$ cat src/rtl/async_receiver_if.sv
// Receive-side bundle: the raw serial line plus the byte/strobe outputs
// offered to the consumer logic.
`timescale 1ns/1ps

interface async_receiver_if;
    logic       RxD;
    logic [7:0] RxD_data;
    logic       RxD_data_ready;
    logic       RxD_frame_error;
    logic       RxD_idle;

    modport master (
        input  RxD,
        output RxD_data,
        output RxD_data_ready,
        output RxD_frame_error,
        output RxD_idle
    );

    modport slave (
        output RxD,
        input  RxD_data,
        input  RxD_data_ready,
        input  RxD_frame_error,
        input  RxD_idle
    );
endinterface

$ cat src/rtl/async_receiver.sv
// 8N1 UART receiver: oversampled, majority-voted bit recovery with a
// one-cycle ready strobe per good byte and a one-cycle frame-error strobe.
`timescale 1ns/1ps

module async_receiver #(
    parameter int FREQ       = 50000000,
    parameter int BAUD       = 115200,
    parameter int OVERSAMPLE = 16
) (
    input  logic              CLK50MHZ,
    input  logic              RST,
    async_receiver_if.master  rx
);

    localparam int DIV   = FREQ / (BAUD * OVERSAMPLE);
    localparam int DIV_W = (DIV > 1) ? $clog2(DIV) : 1;
    localparam int SC_W  = $clog2(OVERSAMPLE);

    localparam logic [DIV_W-1:0] DIV_LAST = DIV_W'(DIV - 1);
    localparam logic [SC_W-1:0]  SC_LAST  = SC_W'(OVERSAMPLE - 1);
    localparam logic [SC_W-1:0]  SC_S0    = SC_W'(OVERSAMPLE / 2 - 1);
    localparam logic [SC_W-1:0]  SC_S1    = SC_W'(OVERSAMPLE / 2);
    localparam logic [SC_W-1:0]  SC_DEC   = SC_W'(OVERSAMPLE / 2 + 1);

    typedef enum logic [2:0] {
        IDLE,
        START,
        DATA,
        STOP,
        WAIT_HIGH
    } stateT;

    stateT            state;
    logic             rxMeta;
    logic             rxSync;
    logic [DIV_W-1:0] divCnt;
    logic             tick;
    logic [SC_W-1:0]  sampleCnt;
    logic [SC_W-1:0]  nextSample;
    logic             sampleWrap;
    logic             decide;
    logic             s0;
    logic             s1;
    logic             majority;
    logic [2:0]       bitIdx;
    logic [7:0]       shiftReg;

    // Two-flop synchroniser; resets to the idle (high) line level.
    // NOTE: sequential state uses non-blocking assignments so every flop
    // samples pre-edge values regardless of block ordering.
    always_ff @(posedge CLK50MHZ or posedge RST) begin
        if (RST) begin
            rxMeta <= 1'b1;
            rxSync <= 1'b1;
        end else begin
            rxMeta <= rx.RxD;
            rxSync <= rxMeta;
        end
    end

    always_ff @(posedge CLK50MHZ or posedge RST) begin
        if (RST) begin
            divCnt <= '0;
        end else if (tick) begin
            divCnt <= '0;
        end else begin
            divCnt <= divCnt + 1'b1;
        end
    end

    assign tick = (divCnt == DIV_LAST);

    // sampleCnt holds the index of the most recent sample within the bit;
    // the tick that detects the start edge is sample 0 of the start bit.
    assign nextSample = (sampleCnt == SC_LAST) ? '0 : sampleCnt + 1'b1;
    assign sampleWrap = tick && (sampleCnt == SC_LAST);
    assign decide     = tick && (nextSample == SC_DEC);
    assign majority   = (s0 & s1) | (s0 & rxSync) | (s1 & rxSync);

    always_ff @(posedge CLK50MHZ or posedge RST) begin
        if (RST) begin
            state              <= IDLE;
            sampleCnt          <= '0;
            s0                 <= 1'b0;
            s1                 <= 1'b0;
            bitIdx             <= '0;
            shiftReg           <= '0;
            rx.RxD_data        <= '0;
            rx.RxD_data_ready  <= 1'b0;
            rx.RxD_frame_error <= 1'b0;
            rx.RxD_idle        <= 1'b1;
        end else begin
            rx.RxD_data_ready  <= 1'b0;
            rx.RxD_frame_error <= 1'b0;

            if (tick) begin
                sampleCnt <= nextSample;
                if (nextSample == SC_S0) s0 <= rxSync;
                if (nextSample == SC_S1) s1 <= rxSync;
            end

            case (state)
                IDLE: begin
                    if (tick && !rxSync) begin
                        state       <= START;
                        sampleCnt   <= '0;
                        rx.RxD_idle <= 1'b0;
                    end else begin
                        rx.RxD_idle <= 1'b1;
                    end
                end

                START: begin
                    if (decide && majority) begin
                        state <= IDLE;
                    end else if (sampleWrap) begin
                        state  <= DATA;
                        bitIdx <= '0;
                    end
                end

                DATA: begin
                    if (decide) shiftReg[bitIdx] <= majority;
                    if (sampleWrap) begin
                        if (bitIdx == 3'd7) state  <= STOP;
                        else                bitIdx <= bitIdx + 1'b1;
                    end
                end

                // Leave half a bit early on a good stop so a back-to-back
                // start edge is already watched for in IDLE.
                STOP: begin
                    if (decide) begin
                        if (majority) begin
                            rx.RxD_data       <= shiftReg;
                            rx.RxD_data_ready <= 1'b1;
                            state             <= IDLE;
                        end else begin
                            rx.RxD_frame_error <= 1'b1;
                            state              <= WAIT_HIGH;
                        end
                    end
                end

                WAIT_HIGH: begin
                    if (tick && rxSync) state <= IDLE;
                end

                default: state <= IDLE;
            endcase
        end
    end

endmodule

$ cat src/flat_wrapper.sv
// flat-port wrapper written by rule: the top's interface ports become plain ports
module async_receiver_flat 
#(
    parameter int FREQ       = 50000000,
    parameter int BAUD       = 115200,
    parameter int OVERSAMPLE = 16
)
  (CLK50MHZ, RST, rx_RxD, rx_RxD_data, rx_RxD_data_ready, rx_RxD_frame_error, rx_RxD_idle);
  async_receiver_if rx_i ();
  input  logic CLK50MHZ;
  input  logic RST;
  input wire logic [$bits(rx_i.RxD)-1:0] rx_RxD;
  output wire logic [$bits(rx_i.RxD_data)-1:0] rx_RxD_data;
  output wire logic [$bits(rx_i.RxD_data_ready)-1:0] rx_RxD_data_ready;
  output wire logic [$bits(rx_i.RxD_frame_error)-1:0] rx_RxD_frame_error;
  output wire logic [$bits(rx_i.RxD_idle)-1:0] rx_RxD_idle;
  assign rx_i.RxD = rx_RxD;
  assign rx_RxD_data = rx_i.RxD_data;
  assign rx_RxD_data_ready = rx_i.RxD_data_ready;
  assign rx_RxD_frame_error = rx_i.RxD_frame_error;
  assign rx_RxD_idle = rx_i.RxD_idle;
  async_receiver #(.FREQ(FREQ), .BAUD(BAUD), .OVERSAMPLE(OVERSAMPLE)) u_core (.CLK50MHZ(CLK50MHZ), .RST(RST), .rx(rx_i));
endmodule
$ cat config.mk
export PLATFORM = sky130hd
export DESIGN_NAME = async_receiver_flat
export DESIGN_NICKNAME = d
export VERILOG_FILES = /design/src/rtl/async_receiver_if.sv /design/src/rtl/async_receiver.sv /design/src/flat_wrapper.sv
export SDC_FILE = /design/constraint.sdc
export NUM_CORES = 1
export LEC_CHECK = 0
export ABC_AREA = 1
export CAP_MARGIN = 20
export CORE_ASPECT_RATIO = 0.8
export CORE_UTILIZATION = 50
export CTS_BUF_LIST = sky130_fd_sc_hd__clkbuf_8
export CTS_CLUSTER_SIZE = 10
export DETAILED_ROUTE_END_ITERATION = 10
export HOLD_SLACK_MARGIN = 0.02
export PLACE_DENSITY = 0.68
export SYNTH_ARGS = -nofsm -noshare
export SYNTH_HDL_FRONTEND = slang
export SYNTH_SLANG_ARGS = --single-unit
$ cat constraint.sdc
create_clock -name CLK50MHZ -period 4.7 [get_ports CLK50MHZ]
set_input_delay 0.47 -clock CLK50MHZ [delete_from_list [all_inputs] [get_ports CLK50MHZ]]
set_output_delay 0.47 -clock CLK50MHZ [all_outputs]
set_load 0.02 [all_outputs]
; Word-level counts from Yosys, hierarchy flattened
; Cells that the tools add are included.
[totals]
regBits = 38
inputBits = 3
out_inout_bits = 11
elab_cells = 86
[classes]
addsub = 3
magnitude_cmp = 2
n_eq_ne = 19
mux = 29
n_bitwise = 5
n_reduce_logical = 15
[ops]
columns = op, count
row1 = two-way mux 3 bit, 12
row2 = two-way mux 4 bit, 4
row3 = case mux 3 bit (5 select lines), 1
row4 = equality test 4 bit (second input constant), 3
row5 = != test 2 x 1 -> 1 bit (second input constant), 6
row6 = bitwise mux 8 bit, 1
row7 = two-way mux 1 bit, 8
row8 = equality test 3 x 2 -> 1 bit (second input constant), 2
row9 = equality test 3 bit (second input constant), 2
row10 = logical AND 1 bit, 6
row11 = case mux 3 bit (2 select lines), 1
row12 = AND reduction 2 bit, 3
row13 = AND reduction 6 bit, 1
row14 = adder 5 x 1 -> 5 bit (second input constant), 1
row15 = equality test 5 bit (second input constant), 1
row16 = two-way mux 5 bit, 1
row17 = AND reduction 5 bit, 1
row18 = adder 4 x 1 -> 4 bit (second input constant), 1
row19 = equality test 4 x 3 -> 1 bit (second input constant), 1
row20 = < comparator 3 x 4 -> 1 bit (second input constant), 1
row21 = != test 2 bit (second input constant), 2
row22 = adder 3 x 1 -> 3 bit (second input constant), 1
row23 = AND 1 bit, 3
row24 = demux 1 bit (select 3 bit), 1
row25 = 8 further kinds, 9

; Logic depth before layout (Yosys ltp)
[logic_depth]
word_depth = 7
ltp_mapped = 13
mapped_depth_nobuf = 13

; Worst setup path after synthesis
; Ideal clock, no wire load.
[synth_timing]
path_type = reg2reg
startpoint = register u_core.sampleCnt[0]
endpoint = register u_core.shiftReg[5]
setup_time_ns = 0.116
arrival_time_ns = 1.434
path_slack_ns = 3.149
stages_incl_launch_ff = 10
period_less_slack_ns = 1.551
cell_sequence = dfrtp_1 ha_1 nand2_1 nand3_1 nand2_1 nand3_2 nor3_1 nand2_1 nand2_1 nand2_1
[synth_between]
elab_chain_cells = 5
elab_cells_between_ends = 6
[synth_lines]
columns = element, line
row1 = start: declaration, async_receiver.sv:38  ; logic [SC_W-1:0] sampleCnt;
row2 = start signal: assignment, async_receiver.sv:97  ; sampleCnt <= nextSample;
row3 = adder 4 x 1 -> 4 bit / equality test 4 bit (equally long branches), async_receiver.sv:75  ; assign nextSample = (sampleCnt == SC_LAST) ? '0 : sampleCnt + 1'b1;
row4 = two-way mux 4 bit (*), async_receiver.sv:75
row5 = equality test 4 bit (*), async_receiver.sv:77  ; assign decide = tick && (nextSample == SC_DEC);
row6 = logical AND 1 bit (*), async_receiver.sv:77
row7 = AND reduction 2 bit (no line) (*), -
row8 = end signal: indexed assignment, async_receiver.sv:123  ; if (decide) shiftReg[bitIdx] <= majority;
row9 = end: declaration, async_receiver.sv:46  ; logic [7:0] shiftReg;
; Mark *: on every way between the ends. The rest lies on a longest branch, timed or not.
; A chain may end at the register's enable or synchronous reset.

; Worst setup path in the final report
[layout_timing]
startpoint = register u_core.sampleCnt[1]
endpoint = register u_core.state[1]
[layout_between]
elab_chain_cells = 7
elab_cells_between_ends = 13
[layout_lines]
columns = element, line
row1 = adder 4 x 1 -> 4 bit / equality test 4 bit (equally long branches), "async_receiver.sv:75, async_receiver.sv:76"
row2 = two-way mux 4 bit, async_receiver.sv:75
row3 = equality test 4 bit, async_receiver.sv:77
row4 = logical AND 1 bit, async_receiver.sv:77
row5 = logical AND 1 bit, async_receiver.sv:114  ; if (decide && majority) begin
row6 = != test 3 x 1 -> 1 bit (no line) / two-way mux 3 bit (equally long branches), -
row7 = AND reduction 6 bit (no line) / case mux 3 bit (5 select lines) (equally long branches), -
row8 = end signal: assignment, async_receiver.sv:82  ; state <= IDLE;
row9 = end signal: assignment, async_receiver.sv:115  ; state <= IDLE;
row10 = end signal: assignment, async_receiver.sv:117  ; state <= DATA;
row11 = end: declaration, async_receiver.sv:33  ; stateT state;
; Several ways; a longest one is shown, not always the timed one.

==> qor.csv <==
stage,metric,value,unit
place,gp_congestion,0.891,
clock_tree,clockBufferDepth,2,
synth,synth_area,1910,um^2
floorplan,dieArea,4070,um^2
worst_setup_path,crit_buf_inv,0,
timing,grt_setup_unrepaired,false,
timing,fmax,499,MHz
synth,synth_cell_type_count,28,
place,io_buffers,13,
run_status,violations,design-rule violations,
detailed_routing,detail-route-antenna-nets,0,
worst_setup_path,cp.required,4.88,ns
timing,skew,0.00363,ns
final_layout,drive_gt1_share,9.39,%
timing,min_period,2.00,ns
global_routing,grt_pass1_vias,1284,
synth,syn_inst,227,
detailed_routing,drc,1,
final_layout,nNetsFinal,256,
pwr,power_leakage,1.09,nW
timing,slew_viol_final,0,
detailed_routing,dr.first_iter.drc_count,109,
run,cap_violations,0,
clock_tree,h-tree-depth,2,
clock_tree,clkTransAtPathRegs,0.06,ns
clock_tree,clkLatencyLatePin,0.28,ns
detailed_routing,firstDrtPassIters,8,
clock_tree,cts_buffers,5,
clock_tree,clock_sinks,38,
worst_setup_path,critPathKind,reg -> reg,
place,dp_hpwl,2560,um
clock_tree,cts_resized,0,
pwr,peakVddDrop,0.190,mV
worst_setup_path,path_cells,ha_1 > nand2_1 > nand3_1 > nand2_1 > nand4_2 > nand3_1 > nand2_1 > nand2_1 > nand2_1,
worst_setup_path,cp-start-kind,register,
pwr,total_power,0.000748,W
worst_setup_path,crit_family,simple AND/OR/NAND/NOR gates,
global_routing,grt_pass1_wl,5860,um
clock_tree,cts_tree,done,
global_routing,overflow,0,
floorplan,chipHeight,57.3,um
worst_setup_path,critPathArrivalTime,2.18,ns
clock_tree,clockRootBuffer,clkbuf_8,
synth,syn_nets,238,
floorplan,core_region_area,3540,um^2
run_status,outcome,finished with violations,
detailed_routing,via_count,1417,
worst_setup_path,crit_fanout,11,
min_path,hp-class,reg -> reg,
timing,finalCritPeriodShare,42.6,%
final_layout,area_growth,12.5,%
synth,yosysSeqAreaShare,50.0,%
worst_setup_path,critPathSlowestCell,dfrtp_1,
clock_tree,hold_buffers,0,
floorplan,pin_count,14,
floorplan,initial_core_util,53.9,%
worst_setup_path,crit_path_frequent_cell,nand2_1,
detailed_routing,routed_wl,3370,um
synth,synth_area_per_cell,8.42,um^2
timing,finalHoldViolCount,0,
floorplan,num_rows,19,
final_layout,nFillCells,314,
detailed_routing,wire_per_inst,11.7,um
pwr,power_density,348,nW/um^2
timing,setup_viol,0,
timing,tightest_slew,0.454,ns
global_routing,grt_antenna_before_repair,0,
worst_setup_path,critPathCaptureType,register,
synth,ys_seq_elements,38,
global_routing,grt_max_degree,39,
final_layout,diodes,0,
worst_setup_path,crit_path_max_incr_delay,0.44,ns
timing,slew_headroom,69.8,%
synth,yosys_warnings,0,
floorplan,die_w,71.1,um
clock_tree,cts_setup_buffers,0,
detailed_routing,avgViaCountPerCell,4.94,
global_routing,grt_usage,19.0,%
timing,tns,0,ns
## final cells by class
type	instances	area [um^2]	share of cell area, %
clock buffers	5	68.8	3.20
clock inverters	2	7.51	0.349
inverters	32	120	5.59
multi-input cells	154	808	37.6
flip-flops and latches	38	955	44.4
well taps	42	52.6	2.44
repair buffers	14	138	6.40
## per-layer routing
metal	track usage, %	part of all wire [%]
met1	29.9	58
met2	23.5	36
met3	4.95	4.3
met4	9.43	1.7
met5	0	0
## cell usage in the layout, fill, tap and decap left out, types with 3 or more instances in the layout
cell type / n
dfstp_2: 3
nor2_1: 16
dfrtp_1: 35
clkbuf_8: 5
nand3_1: 16
inv_1: 32
nand2_1: 63
clkdlybuf4s50_1: 13
o21ai_0: 6
ha_1: 8
o21ai_1: 16
a21oi_1: 8
nor3_1: 4
## flip-flops by register name (all words and copies together) (netlist names)
register and count:
u_core.rx.RxD_data 8, u_core.shiftReg 8, u_core.divCnt 5, u_core.sampleCnt 4
u_core.bitIdx 3, u_core.state 3, u_core.rx.RxD_data_ready 1, u_core.rx.RxD_frame_error 1
u_core.rx.RxD_idle 1, u_core.rxMeta 1, u_core.rxSync 1, u_core.s0 1
u_core.s1 1
## cells in the mapped netlist (all sizes together)
master | instances | share of area (%)
a21boi | 1 | 0.59
a21o | 1 | 0.39
a21oi | 9 | 2.6
buf | 3 | 1.4
dfrtp | 35 | 46
dfstp | 3 | 4.1
ha | 8 | 5.2
inv | 32 | 6.3
nand2 | 64 | 13
nand3 | 17 | 4.7
nand4 | 2 | 0.98
nor2 | 21 | 6.0
nor3 | 5 | 1.6
nor3b | 2 | 0.79
o211ai | 1 | 0.39
o21ai | 22 | 5.8
o21bai | 1 | 0.59
## cells by family after synthesis
kind of cell,Yosys count,synth area share (%)
simple gates,111,26.8
compound gates,35,10.3
fa+ha+maj,8,5.24
flops,38,50.0
buf+inv,35,7.73
## worst reg2reg max path: cells and delay by family, from the launching register on
| family | cells | cell delay, ns |
|---|---|---|
| fa+ha+maj | 1 | 0.21 |
| flops | 1 | 0.44 |
| simple gates | 8 | 1.24 |
## path summary, 6_finish.rpt
kind | start | to | slack (ns) | cells after the start
worst min-delay path | u_core.rxMeta | u_core.rxSync | 0.36 | 0
worst min register to register | u_core.rxMeta | u_core.rxSync | 0.36 | 0
worst max-delay path | u_core.sampleCnt[1] | u_core.state[1] | 2.70 | 9
worst max register to register | u_core.sampleCnt[1] | u_core.state[1] | 2.70 | 9
max in group asynchronous | RST | u_core.rxMeta | 3.77 | 3
min in group asynchronous | RST | u_core.state[0] | 0.59 | 3
## report_power, final
| part | internal (W) | switching, W | leakage [nW] | total, W |
|---|---|---|---|---|
| combinational | 0.0000562 | 0.000125 | 0.543 | 0.000181 |
| sequential | 0.000349 | 0.0000178 | 0.500 | 0.000367 |
| clock | 0.0000976 | 0.000102 | 0.0466 | 0.000200 |
## metrics by stage
stage / cells / util, % / area [um^2] / hold slack, ns / worst slack [ns]
finish: 287 / 60.7 / 2150 / 0.356 / 2.70
global route: 287 / 60.7 / 2150 / 0.367 / 2.53
CTS: 287 / 60.7 / 2150 / 0.357 / 2.72
detailed placement: 280 / 58.5 / 2070 / 0.347 / 2.73
global placement: 280 / 58.5 / 2070 / 0.350 / 2.77
floorplan: 227 / - / 1910 / 0.345 / 3.15
(Power assumes the default switching activity.)
